File: config.mk
export PLATFORM = sky130hd
export DESIGN_NAME = display_port
export DESIGN_NICKNAME = d
export VERILOG_FILES = /design/src/rtl/display_pkg.sv /design/src/rtl/btn_debounce.sv /design/src/rtl/display_port.sv
export SDC_FILE = /design/constraint.sdc
export NUM_CORES = 1
export LEC_CHECK = 0
export ABC_AREA = 0
export CAP_MARGIN = 20
export CORE_MARGIN = 3
export CORE_UTILIZATION = 36
export CTS_CLUSTER_DIAMETER = 80
export DETAILED_ROUTE_END_ITERATION = 7
export GPL_ROUTABILITY_DRIVEN = 0
export PLACE_DENSITY_LB_ADDON = 0.15
export SYNTH_ARGS = -nofsm -noshare
export SYNTH_HDL_FRONTEND = slang
export SYNTH_HIERARCHICAL = 1
export SYNTH_SLANG_ARGS = --single-unit
File: constraint.sdc
create_clock -name clk -period 2.1 [get_ports clk]
set_clock_uncertainty 0.1 [all_clocks]
set_input_delay 0.42 -clock clk [delete_from_list [all_inputs] [get_ports clk]]
set_output_delay 0.42 -clock clk [all_outputs]
set_load 0.03 [all_outputs]
File: src/rtl/display_pkg.sv
// Shared constants and types for the memory-mapped display port.
package display_pkg;

  localparam int unsigned BUS_W     = 32;
  localparam int unsigned DISPLAY_W = 8;

  localparam logic [BUS_W-1:0] DISPLAY_ADDR_DEFAULT = 32'h0000_00FC;

  typedef enum logic {
    StLive,
    StFrozen
  } view_state_e;

endpackage

File: src/rtl/btn_debounce.sv
// Push-button conditioner: two-flop synchronizer, stability counter and
// rising-edge pulse on an accepted press.
module btn_debounce #(
  parameter int unsigned DEBOUNCE_CYCLES = 500000
) (
  input  logic clk,
  input  logic reset,
  input  logic raw,
  output logic level,
  output logic rise_pulse
);

  localparam int unsigned CntW = (DEBOUNCE_CYCLES > 1) ? $clog2(DEBOUNCE_CYCLES) : 1;
  localparam logic [CntW-1:0] CntLast = CntW'(DEBOUNCE_CYCLES - 1);

  logic            s1_q, s2_q;
  logic            deb_q, deb_d;
  logic [CntW-1:0] cnt_q, cnt_d;
  logic            settle;

  always_comb begin
    deb_d  = deb_q;
    cnt_d  = '0;
    settle = (s2_q != deb_q) && (cnt_q == CntLast);
    // Any cycle where the synchronized level agrees with deb restarts the count.
    if (s2_q != deb_q) begin
      if (settle) begin
        deb_d = s2_q;
      end else begin
        cnt_d = cnt_q + CntW'(1);
      end
    end
  end

  always_ff @(posedge clk) begin
    if (reset) begin
      s1_q  <= 1'b0;
      s2_q  <= 1'b0;
      deb_q <= 1'b0;
      cnt_q <= '0;
    end else begin
      s1_q  <= raw;
      s2_q  <= s1_q;
      deb_q <= deb_d;
      cnt_q <= cnt_d;
    end
  end

  assign level      = deb_q;
  assign rise_pulse = settle && s2_q;

endmodule

File: src/rtl/display_port.sv
// Display output port: captures stores to DISPLAY_ADDR and shows them, with a
// debounced button that freezes the shown value while newer writes wait.
module display_port
  import display_pkg::*;
#(
  parameter logic [BUS_W-1:0] DISPLAY_ADDR    = DISPLAY_ADDR_DEFAULT,
  parameter int unsigned      DEBOUNCE_CYCLES = 500000
) (
  input  logic                 clk,
  input  logic                 reset,
  input  logic                 mem_write,
  input  logic [BUS_W-1:0]     addr,
  input  logic [BUS_W-1:0]     write_data,
  input  logic                 btn_freeze,
  output logic [DISPLAY_W-1:0] read_data,
  output logic [BUS_W-1:0]     rd_data,
  output logic                 frozen,
  output logic                 pending
);

  logic                 addr_match, hit;
  logic                 toggle_evt, unfreeze_evt;
  logic                 btn_level;
  logic [DISPLAY_W-1:0] wdata8;
  logic [DISPLAY_W-1:0] shadow_q, shadow_d;
  logic [DISPLAY_W-1:0] shown_q, shown_d;
  logic                 pending_q, pending_d;
  view_state_e          state_q, state_d;
  logic                 unused_bits;

  btn_debounce #(
    .DEBOUNCE_CYCLES(DEBOUNCE_CYCLES)
  ) u_debounce (
    .clk       (clk),
    .reset     (reset),
    .raw       (btn_freeze),
    .level     (btn_level),
    .rise_pulse(toggle_evt)
  );

  assign addr_match   = (addr == DISPLAY_ADDR);
  assign hit          = mem_write && addr_match;
  assign wdata8       = write_data[DISPLAY_W-1:0];
  assign unfreeze_evt = toggle_evt && (state_q == StFrozen);
  assign unused_bits  = ^{write_data[BUS_W-1:DISPLAY_W], btn_level};

  always_comb begin
    state_d   = state_q;
    shadow_d  = shadow_q;
    shown_d   = shown_q;
    pending_d = pending_q;

    if (toggle_evt) begin
      state_d = (state_q == StFrozen) ? StLive : StFrozen;
    end

    if (hit) begin
      shadow_d = wdata8;
    end

    // A write landing on the unfreeze edge is newer than the shadow, so it wins.
    if (hit && ((state_q == StLive) || unfreeze_evt)) begin
      shown_d = wdata8;
    end else if (unfreeze_evt) begin
      shown_d = shadow_q;
    end

    if (unfreeze_evt) begin
      pending_d = 1'b0;
    end else if (hit && (state_q == StFrozen)) begin
      pending_d = 1'b1;
    end
  end

  always_ff @(posedge clk) begin
    if (reset) begin
      state_q   <= StLive;
      shadow_q  <= '0;
      shown_q   <= '0;
      pending_q <= 1'b0;
    end else begin
      state_q   <= state_d;
      shadow_q  <= shadow_d;
      shown_q   <= shown_d;
      pending_q <= pending_d;
    end
  end

  assign read_data = shown_q;
  assign frozen    = (state_q == StFrozen);
  assign pending   = pending_q;
  assign rd_data   = addr_match ? {{(BUS_W - DISPLAY_W){1'b0}}, shadow_q} : '0;

endmodule

==> qor.csv <==
stage;metric;value;unit
cells_and_area;Nets;403;
floorplan;effective utilization at floorplan;37.7;%
sta;Worst Hold Slack;351;ps
cells_and_area;ant diodes;0;
clock_network;CTS sink cnt;40;
floorplan;core area;5610;sq um
critical_path;crit-path max cell delay;360;ps
floorplan;Ports;110;
critical_path;CP delay by family, top;simple AND/OR/NAND/NOR gates;
clock_network;CTS root buf;clkbuf_8;
clock_network;CTS tree;yes;
critical_path;WP buf/inv;0;
clock_network;Reg clk slew, reported paths;80;ps
global_routing;largest net degree at the start of global routing;21;
floorplan;Die ar.;6830;sq um
clock_network;CTS Buf Count;5;
critical_path;R2R Setup Slk;40;ps
worst_hold_path;Hold Path End;u_debounce/s2_q$_SDFF_PP0_;
placement;Place WS;-519;ps
critical_path;R2R depth;8;
routing;DR iter-0 viols;57;
global_routing;GRT Overall Usage;16.1;%
logic_synthesis;Post-Syn Area per Cell;9.16;sq um
routing;DR WL/cell;13.5;microns
critical_path;Slowest cell on crit path;dfxtp_2;
logic_synthesis;ys async rst share;0;%
logic_synthesis;most common cell in the synthesized netlist;dfxtp_1;
placement;post-DP HPWL;4230;microns
sta;Final Hold Vio Count;0;
worst_hold_path;worst hold path type;register to register;
sta;fmax;485;MHz
logic_synthesis;ys flop type;dfxtp_1;
floorplan;Die H;82.7;microns
routing;residual DRC count;0;
routing;vias per cell;4.79;
logic_synthesis;top cell type's share of synthesized area;37.8;%
sta;Worst Setup Slack, final;39.0;ps
logic_synthesis;synthesized instance count;231;
logic_synthesis;post-synth cell types;45;
clock_network;Hold Buf Count CTS;0;
sta;Final Cycle Share;98.1;%
logic_synthesis;YS warnings;6;
floorplan;Die X-Extent;82.7;microns
floorplan;standard-cell rows;27;
critical_path;element type at the critical path end;register;
sta;# setup viols final;0;
pwr;VDD IR max;0.368;mV
routing;DRT Wirelength;5510;microns
routing;Post-DRT Antenna Nets;0;
sta;post-route setup TNS;0;ps
worst_hold_path;min-delay src;u_debounce/s1_q$_SDFF_PP0_;
critical_path;CP Cell Sequence;ha_4 > and4_4 > nand4_1 > nand4b_1 > nor3_2 > nand2b_2 > a21oi_1 > o32ai_1;
clock_network;Clock Latency Late Sink;290;ps
clock_network;CTS Buffer Depth;2;
routing;DR vias;1951;
cells_and_area;final core occ;57.4;%
sta;minimum clock period;2060;ps
pwr;leakage;0.00125;uW
worst_hold_path;Worst Hold Depth;1;
logic_synthesis;post-synthesis sequential area ratio;37.8;%
pwr;power density cells;482;nW/um^2
logic_synthesis;Post-synth EDFFs;0;
sta;setup repair after global routing missed its margin;yes;
logic_synthesis;post-synthesis register bit count;40;
logic_synthesis;Post-synth top cells;dfxtp_1 (40), nor2_1 (29), buf_4 (25);
global_routing;GRT Residual Overflow;0;
logic_synthesis;synthesized cell area;2120;sq um
global_routing;antenna violations before repair;0;
critical_path;Critical R2R Capture;read_data[3]$_SDFFE_PP0P_;
logic_synthesis;cell taking the most area after synthesis;dfxtp_1;
outcome;status;completed;
sta;max-slew violations;0;
placement;Port-buffer cells;61;
run;max cap viols;0;
clock_network;H-Tree Level Count;2;
critical_path;Critical Path Source Type;register;
cells_and_area;Area growth, synth to finish;52.1;%
cells_and_area;share of layout cells above drive strength 1;34.6;%
critical_path;Critical Setup Path Class;register to register;
critical_path;Worst Path Required;2200;ps
pwr;Tot Pwr;1550;uW
critical_path;Critical Path Fanout Max;6;
critical_path;CP Depth;8;
critical_path;Worst R2R Start;u_debounce/cnt_q[1]$_SDFF_PP0_;
critical_path;Critical Path AT;2160;ps
routing;drt first pass iters;4;
global_routing;vias in the first global route;1861;
global_routing;first-pass GRT wire length;8450;microns
logic_synthesis;Area contributors post-synth;dfxtp_1 (38%), buf_4 (8.9%), nor2_1 (5.1%);
## cell usage in the layout, fill, tap and decap left out, types with 7 or more instances in the layout
cell,Yosys,final
and2_4,0,8
nor3_1,8,7
nor2_1,29,27
buf_4,25,39
buf_2,1,10
mux2i_1,8,8
clkdlybuf4s15_1,0,7
dfxtp_1,40,38
clkdlybuf4s50_1,0,20
nand2_1,9,9
a21oi_1,11,11
buf_6,3,19
nand3_1,8,8
conb_1,1,24
xnor2_1,8,8
## through the flow
stage,instances,area (sq um)
after floorplan,254,2220
after global placement,392,2950
after detailed placement,392,2950
after CTS,406,3150
after global routing,407,3220
final,407,3220
## layout make-up
| cell class | instances | area [sq um] |
|---|---|---|
| multi-input cells | 181 | 1310 |
| flip-flops and latches | 40 | 803 |
| repair buffers | 104 | 902 |
| inverters | 2 | 7.51 |
| clock buffers | 6 | 72.6 |
| clock inverters | 2 | 35.0 |
| well taps | 72 | 90.1 |
| fillers | 512 | 2390 |
## power by group
part	internal (uW)	switching (uW)	total, uW
Combinational	72.3	101	174
Sequential	760	1.45	762
Clock	353	262	615
## per-layer routing
metal	up-vias	share of wire [%]	track usage, %
met5	-	0	0
met4	0	1.2	4.90
met3	8	12	5.42
met2	74	49	27.5
met1	885	38	19.0
li1	984	-	-
## registers in the layout (all words and copies together), names as in the netlist
register,cells
u_debounce/cnt_q,19
read_data,8
shadow_q,8
frozen,1
pending,1
u_debounce/level,1
u_debounce/s1_q,1
u_debounce/s2_q,1
## worst reg2reg max path: stages (launching register included)
cell      delay [ps]
dfxtp_2          360
ha_4             140
and4_4           210
nand4_1          120
nand4b_1         260
nor3_2           190
nand2b_2         230
a21oi_1           90
o32ai_1          290
## kinds of logic (layout without fill, tap and decap cells)
group           count (synthesis)  count (layout)  share of synthesized area, %
flops                          40              40                          37.8
fa+ha+maj                       1               1                         0.591
other cells                     1              24                         0.177
compound gates                 29              29                          10.5
mux                             8               8                          3.78
simple gates                  106             106                          30.3
xor+xnor                       13              13                          5.38
buf+inv                        33             114                          11.4
## repair_timing
item,CTS,global route
buffers inserted,6,1
gates resized for setup,112,29
pin swaps,14,11
endpoints found under the setup margin,25,25
## worst max-delay path by stage
stage / to / startpoint
after floorplan: read_data[2]$_SDFFE_PP0P_ / u_debounce/cnt_q[1]$_SDFF_PP0_
after global placement: rd_data[0] / addr[12]
final: read_data[3]$_SDFFE_PP0P_ / u_debounce/cnt_q[1]$_SDFF_PP0_
after CTS: read_data[0]$_SDFFE_PP0P_ / u_debounce/cnt_q[1]$_SDFF_PP0_
after global routing: read_data[5]$_SDFFE_PP0P_ / u_debounce/cnt_q[0]$_SDFF_PP0_
after detailed placement: read_data[2]$_SDFFE_PP0P_ / addr[18]
Note: power is estimated with default switching activity, not from simulation.
==> RTL change 1: new RTL, same settings <==
Register the inputs `mem_write`, `addr`, `write_data` and `btn_freeze` before use. The logic sees them one clock later.
--- a/src/rtl/display_port.sv
+++ b/src/rtl/display_port.sv
@@ -20,2 +20,14 @@
 
+  logic mem_write_q;
+  logic [BUS_W-1:0] addr_q;
+  logic [BUS_W-1:0] write_data_q;
+  logic btn_freeze_q;
+
+  always_ff @(posedge clk) begin
+    mem_write_q  <= mem_write;
+    addr_q       <= addr;
+    write_data_q <= write_data;
+    btn_freeze_q <= btn_freeze;
+  end
+
   logic                 addr_match, hit;
@@ -35,3 +47,3 @@
     .reset     (reset),
-    .raw       (btn_freeze),
+    .raw       (btn_freeze_q),
     .level     (btn_level),
@@ -40,7 +52,7 @@
 
-  assign addr_match   = (addr == DISPLAY_ADDR);
-  assign hit          = mem_write && addr_match;
-  assign wdata8       = write_data[DISPLAY_W-1:0];
+  assign addr_match   = (addr_q == DISPLAY_ADDR);
+  assign hit          = mem_write_q && addr_match;
+  assign wdata8       = write_data_q[DISPLAY_W-1:0];
   assign unfreeze_evt = toggle_evt && (state_q == StFrozen);
-  assign unused_bits  = ^{write_data[BUS_W-1:DISPLAY_W], btn_level};
+  assign unused_bits  = ^{write_data_q[BUS_W-1:DISPLAY_W], btn_level};
 
Behaviour: not the same (a bounded check fails within 4 cycles, from zero or initial values and one cycle with reset high).
==> RTL change 1 against the original RTL <==
The run now ends with setup timing left; maximum frequency fell by 6.7%; sequential cell count rose by 42; design area rose by 30%; hold slack got worse by 10 ps; combinational power fell by 3%; synthesized area rose by 41%; core utilization fell by 4.1 points; largest power group unchanged; register-to-register slack got worse by 70 ps; critical path depth fell by 2; power rose by 99%; sequential power rose by 110%; worst setup slack got worse by 150 ps; routed wire length rose by 2.7%.
==> RTL change 1: results (changes against the original RTL) <==
r2r worst-path depth 10 (+2); clk buf depth 2 (unchanged); total CTS buffers 9 (+4); Synth cell types 48 (+6.7%); Slowest-stage cell, CP dfxtp_2; failing checks setup timing; WL per Instance 11.8 um (-13%); Synthesis Warnings 6 (unchanged); top cells by area, synth dfxtp_1, buf_4, mux2i_1; Commonest cells post-synth dfxtp_1, nor2_1, buf_4; worst path arrival time 1690 ps (-470 ps); worst hold path cell count 1 (unchanged); dpl hpwl 4.20 mm (-0.71%); Placement Setup Slack -92.6 ps (+427 ps); crit path launch addr_q[21]$_DFF_P_; vias in the first global route 2089 (+12%); Diodes inserted 0 (unchanged); Most used DFF post-synth dfxtp_1; VDD IR-drop max 0.000549 V (+49%); status finished with violations; Post-Place Cell Area 0.00382 mm^2 (+29%); Reg clk slew, reported paths 80 ps (about the same); remaining antenna violation count 0 (unchanged); proportion of layout cells with a drive suffix above 1 0.245 (-0.102); final setup fails 9 (+9); LEAKAGE 1.61 nW (+29%); worst r2r dst read_data[2]$_SDFFE_PP0P_; Hold WS 341 ps (-10.4 ps); Worst Setup Slack, final -108 ps (-147 ps); Worst path top cell family by delay simple AND/OR/NAND/NOR gates; Worst Hold Launch btn_freeze_q$_DFF_P_; sequential area share after synthesis 0.552 (+0.173); Worst R2R Start u_debounce/cnt_q[1]$_SDFF_PP0_; Post-synth ARST share 0 (unchanged); antenna violations before repair 0 (unchanged); biggest regs addr_q (32), u_debounce/cnt_q (19); Critical Path Sink rd_data[7]; Worst-Skew Late Latency 350 ps (+60 ps); CP max stage delay 330 ps (-30 ps); 1st-iter DRT viols 58 (+1.8%); reg-to-reg slack, setup -30 ps (-70 ps); Clock Tree Root clkbuf_8; Hold Path End u_debounce/s1_q$_SDFF_PP0_; Final nets 440 (+9.2%); H-Tree Depth 3 (+1); via count 2159 (+11%); Tot GR Track Use 0.123 (-0.0382); global-route wire length before repair 9.45 mm (+12%); PortBufs 61 (unchanged); min-delay worst type flop to flop; critical path peak fanout 8 (+2); DR pass1 iterations 4 (unchanged); setup TNS -834 ps (-834 ps); pin count of the biggest net entering global routing 19 (-9.5%)
[RTL change 1: worst register-to-register path, stage by stage (launching register included)]
cell	delay, ps
dfxtp_2	360
ha_4	130
and4_4	210
nand4_1	110
nand4b_1	240
nor3_2	140
buf_4	150
nand2b_4	130
or2b_1	220
mux2i_1	170
o2bb2ai_2	70
[RTL change 1: power by group]
group          internal, mW  switching, mW  total, mW
Clock                 0.690          0.603       1.29
Sequential             1.60         0.0198       1.62
Combinational        0.0851         0.0826      0.168
Total                  2.37          0.706       3.08
[RTL change 1: final cells by class]
cell class | count | area [um^2]
well taps | 102 | 128
clock buffers | 9 | 124
fillers | 704 | 3690
repair buffers | 96 | 900
inverters | 2 | 7.51
flip-flops and latches | 82 | 1650
clock inverters | 7 | 110
multi-input cells | 180 | 1280
[RTL change 1: kinds of logic (layout without fill, tap and decap cells)]
logic type,after synthesis,after routing,synth area share
buffers and inverters,33,114,0.0828
AOI/OAI and AO/OA,29,29,0.0791
and+or+nand+nor,101,101,0.202
adders and majority gates,1,1,0.00420
muxes,12,12,0.0404
DFF,82,82,0.552
xor gates and xnor gates,13,13,0.0383
other,1,24,0.00126
[RTL change 1: metal layers]
metal,track usage,up-vias,share of wire
li1,-,1100,-
met1,0.158,971,0.47
met2,0.184,82,0.43
met3,0.0397,6,0.083
met4,0.0616,0,0.014
met5,0,-,0
[RTL change 1: repair_timing]
action / 4_1_cts / 5_1_grt
setup buffers: 3 / 0
gates resized for setup: 13 / 15
pin swaps: 5 / 6
hold buffers: 0 / 0
setup endpoints to repair: 16 / 20
[RTL change 1: per-stage QoR]
stage                     instances   util
after floorplan                 295      -
after global placement          459  0.484
after detailed placement        459  0.484
after CTS                       478  0.524
after global routing            478  0.532
final                           478  0.532
==> RTL change 2: new RTL, same flow settings <==
Made on the original files. `DEBOUNCE_CYCLES` is set to 500000 in 2 places; all go to 125000.
--- a/src/rtl/btn_debounce.sv
+++ b/src/rtl/btn_debounce.sv
@@ -3,3 +3,3 @@
 module btn_debounce #(
-  parameter int unsigned DEBOUNCE_CYCLES = 500000
+  parameter int unsigned DEBOUNCE_CYCLES = 125000
 ) (
--- a/src/rtl/display_port.sv
+++ b/src/rtl/display_port.sv
@@ -6,3 +6,3 @@
   parameter logic [BUS_W-1:0] DISPLAY_ADDR    = DISPLAY_ADDR_DEFAULT,
-  parameter int unsigned      DEBOUNCE_CYCLES = 500000
+  parameter int unsigned      DEBOUNCE_CYCLES = 125000
 ) (
Formal check against the unedited RTL: no difference found for any inputs over 10 cycles, from zero or initial values and one cycle with reset high; that may be too few to reach the edited logic, so the function may still have changed.
==> RTL change 2 against the original RTL <==
Sequential power shrank 5.0%; design area shrank 4.8%; core utilization grew 0.76 points; sequential cell count shrank 2; synthesized area shrank 4.6%; count of clock-buffer cells in the layout shrank 1; worst setup slack gained 6.2 ps; maximum frequency grew 0.30%; routed wire length shrank 8.8%; clock power grew 1%; power shrank 2.8%.
==> RTL change 2: results (changes against the original RTL) <==
r2r worst-path depth 9 (+1); Synth cell types 44 (-2.2%); Worst R2R Start u_debounce/cnt_q[1]$_SDFF_PP0_; crit path launch frozen$_SDFFE_PP0P_; global-route wire length before repair 7.76 mm (-8.2%); DR pass1 iterations 4 (unchanged); Tot GR Track Use 0.149 (-0.0118); total CTS buffers 5 (unchanged); sequential area share after synthesis 0.377 (-0.00154); Commonest cells post-synth dfxtp_1, nor2_1, buf_4; Slowest-stage cell, CP clkdlybuf4s50_1; Worst Hold Launch u_debounce/s1_q$_SDFF_PP0_; via count 1776 (-9.0%); vias in the first global route 1644 (-12%); Clock Tree Root clkbuf_8; 1st-iter DRT viols 56 (-1.8%); proportion of layout cells with a drive suffix above 1 0.363 (+0.0168); dpl hpwl 3.63 mm (-14%); Worst-Skew Late Latency 290 ps (about the same); Critical Path Sink frozen; max FFs per register 17 (-2); Post-synth ARST share 0 (unchanged); count of fill cells added during filler insertion 463 (-9.6%); Final nets 382 (-5.2%); worst path arrival time 1530 ps (-630 ps); final setup fails 0 (unchanged); Top reg by flops u_debounce/cnt_q; H-Tree Depth 2 (unchanged); min-delay worst type flop to flop; PortBufs 61 (unchanged); worst r2r dst read_data[6]$_SDFFE_PP0P_; critical path peak fanout 7 (+1); clk buf depth 2 (unchanged); antenna violations before repair 0 (unchanged); Synthesis Warnings 6 (unchanged); reg-to-reg slack, setup 60 ps (+20 ps); Worst path top cell family by delay buffers and inverters; Diodes inserted 0 (unchanged); NetSw 0.367 mW (+0.50%); Reg clk slew, reported paths 80 ps (about the same); top cells by area, synth dfxtp_1, buf_4, nor2_1; pin count of the biggest net entering global routing 19 (-9.5%); LEAKAGE 1.18 nW (-5.6%); CP max stage delay 740 ps (+380 ps); VDD IR-drop max 0.000370 V (+0.39%); WL per Instance 13.1 um (-3.4%); status finished, final reports clean
## RTL change 2: power groups by stage
stage               logic (mW)  clock network, mW  registers, mW
floorplan                0.111                  0          0.740
global placement         0.167                  0          0.740
detailed placement       0.167                  0          0.740
CTS                      0.152              0.640          0.723
global route             0.171              0.667          0.724
finish                   0.162              0.622          0.724
## RTL change 2: per-stage QoR
stage / worst slack [ps] / cell area [um^2] / TNS [ps] / std cells
floorplan: 18.3 / 2110 / 0 / 240
global placement: -400 / 2760 / -8270 / 365
detailed placement: -399 / 2760 / -8050 / 365
CTS: 5.55 / 2910 / 0 / 376
global route: -58.3 / 3060 / -208 / 384
finish: 45.2 / 3060 / 0 / 384
## RTL change 2: cells by family after synthesis
group / count (synthesis) / share of synthesized area
XOR/XNOR: 15 / 0.0651
AO/OA/AOI/OAI: 18 / 0.0769
other: 1 / 0.00186
multiplexers: 9 / 0.0446
flip-flops: 38 / 0.377
buffers and inverters: 34 / 0.121
AND/OR/NAND/NOR: 101 / 0.308
adder cells (fa/ha/maj): 1 / 0.00620
## RTL change 2: area by class of cell
| cell class | instances | area, um^2 | area share |
|---|---|---|---|
| Inverter | 3 | 11.3 | 0.00367 |
| Clock inverter | 3 | 45.0 | 0.0147 |
| Clock buffer | 5 | 68.8 | 0.0225 |
| Sequential cell | 38 | 763 | 0.249 |
| Tap cell | 70 | 87.6 | 0.0286 |
| Timing Repair Buffer | 97 | 822 | 0.268 |
| Multi-Input combinational cell | 168 | 1270 | 0.413 |
## RTL change 2: worst min path at each step
stage / to / slack, ps / cells past startpoint
6_report: u_debounce/s2_q$_SDFF_PP0_ / 350 / 1
5_1_grt: u_debounce/s2_q$_SDFF_PP0_ / 370 / 1
4_1_cts: u_debounce/s2_q$_SDFF_PP0_ / 360 / 1
3_5_place_dp: u_debounce/s2_q$_SDFF_PP0_ / 330 / 1
3_3_place_gp: u_debounce/s2_q$_SDFF_PP0_ / 320 / 1
2_1_floorplan: u_debounce/s2_q$_SDFF_PP0_ / 310 / 1
## RTL change 2: routing by layer
layer | GRT usage | wire length (um)
met4 | 0.0456 | 48
met5 | 0 | 0
met1 | 0.188 | 2310
met3 | 0.0322 | 256
met2 | 0.255 | 2400
## RTL change 2: what timing repair did
| item | in CTS | in global routing |
|---|---|---|
| cloned | 0 | 0 |
| resized for setup | 95 | 41 |
| buffers inserted | 3 | 9 |
| pin swaps | 12 | 26 |
| endpoints found under the setup margin | 20 | 20 |
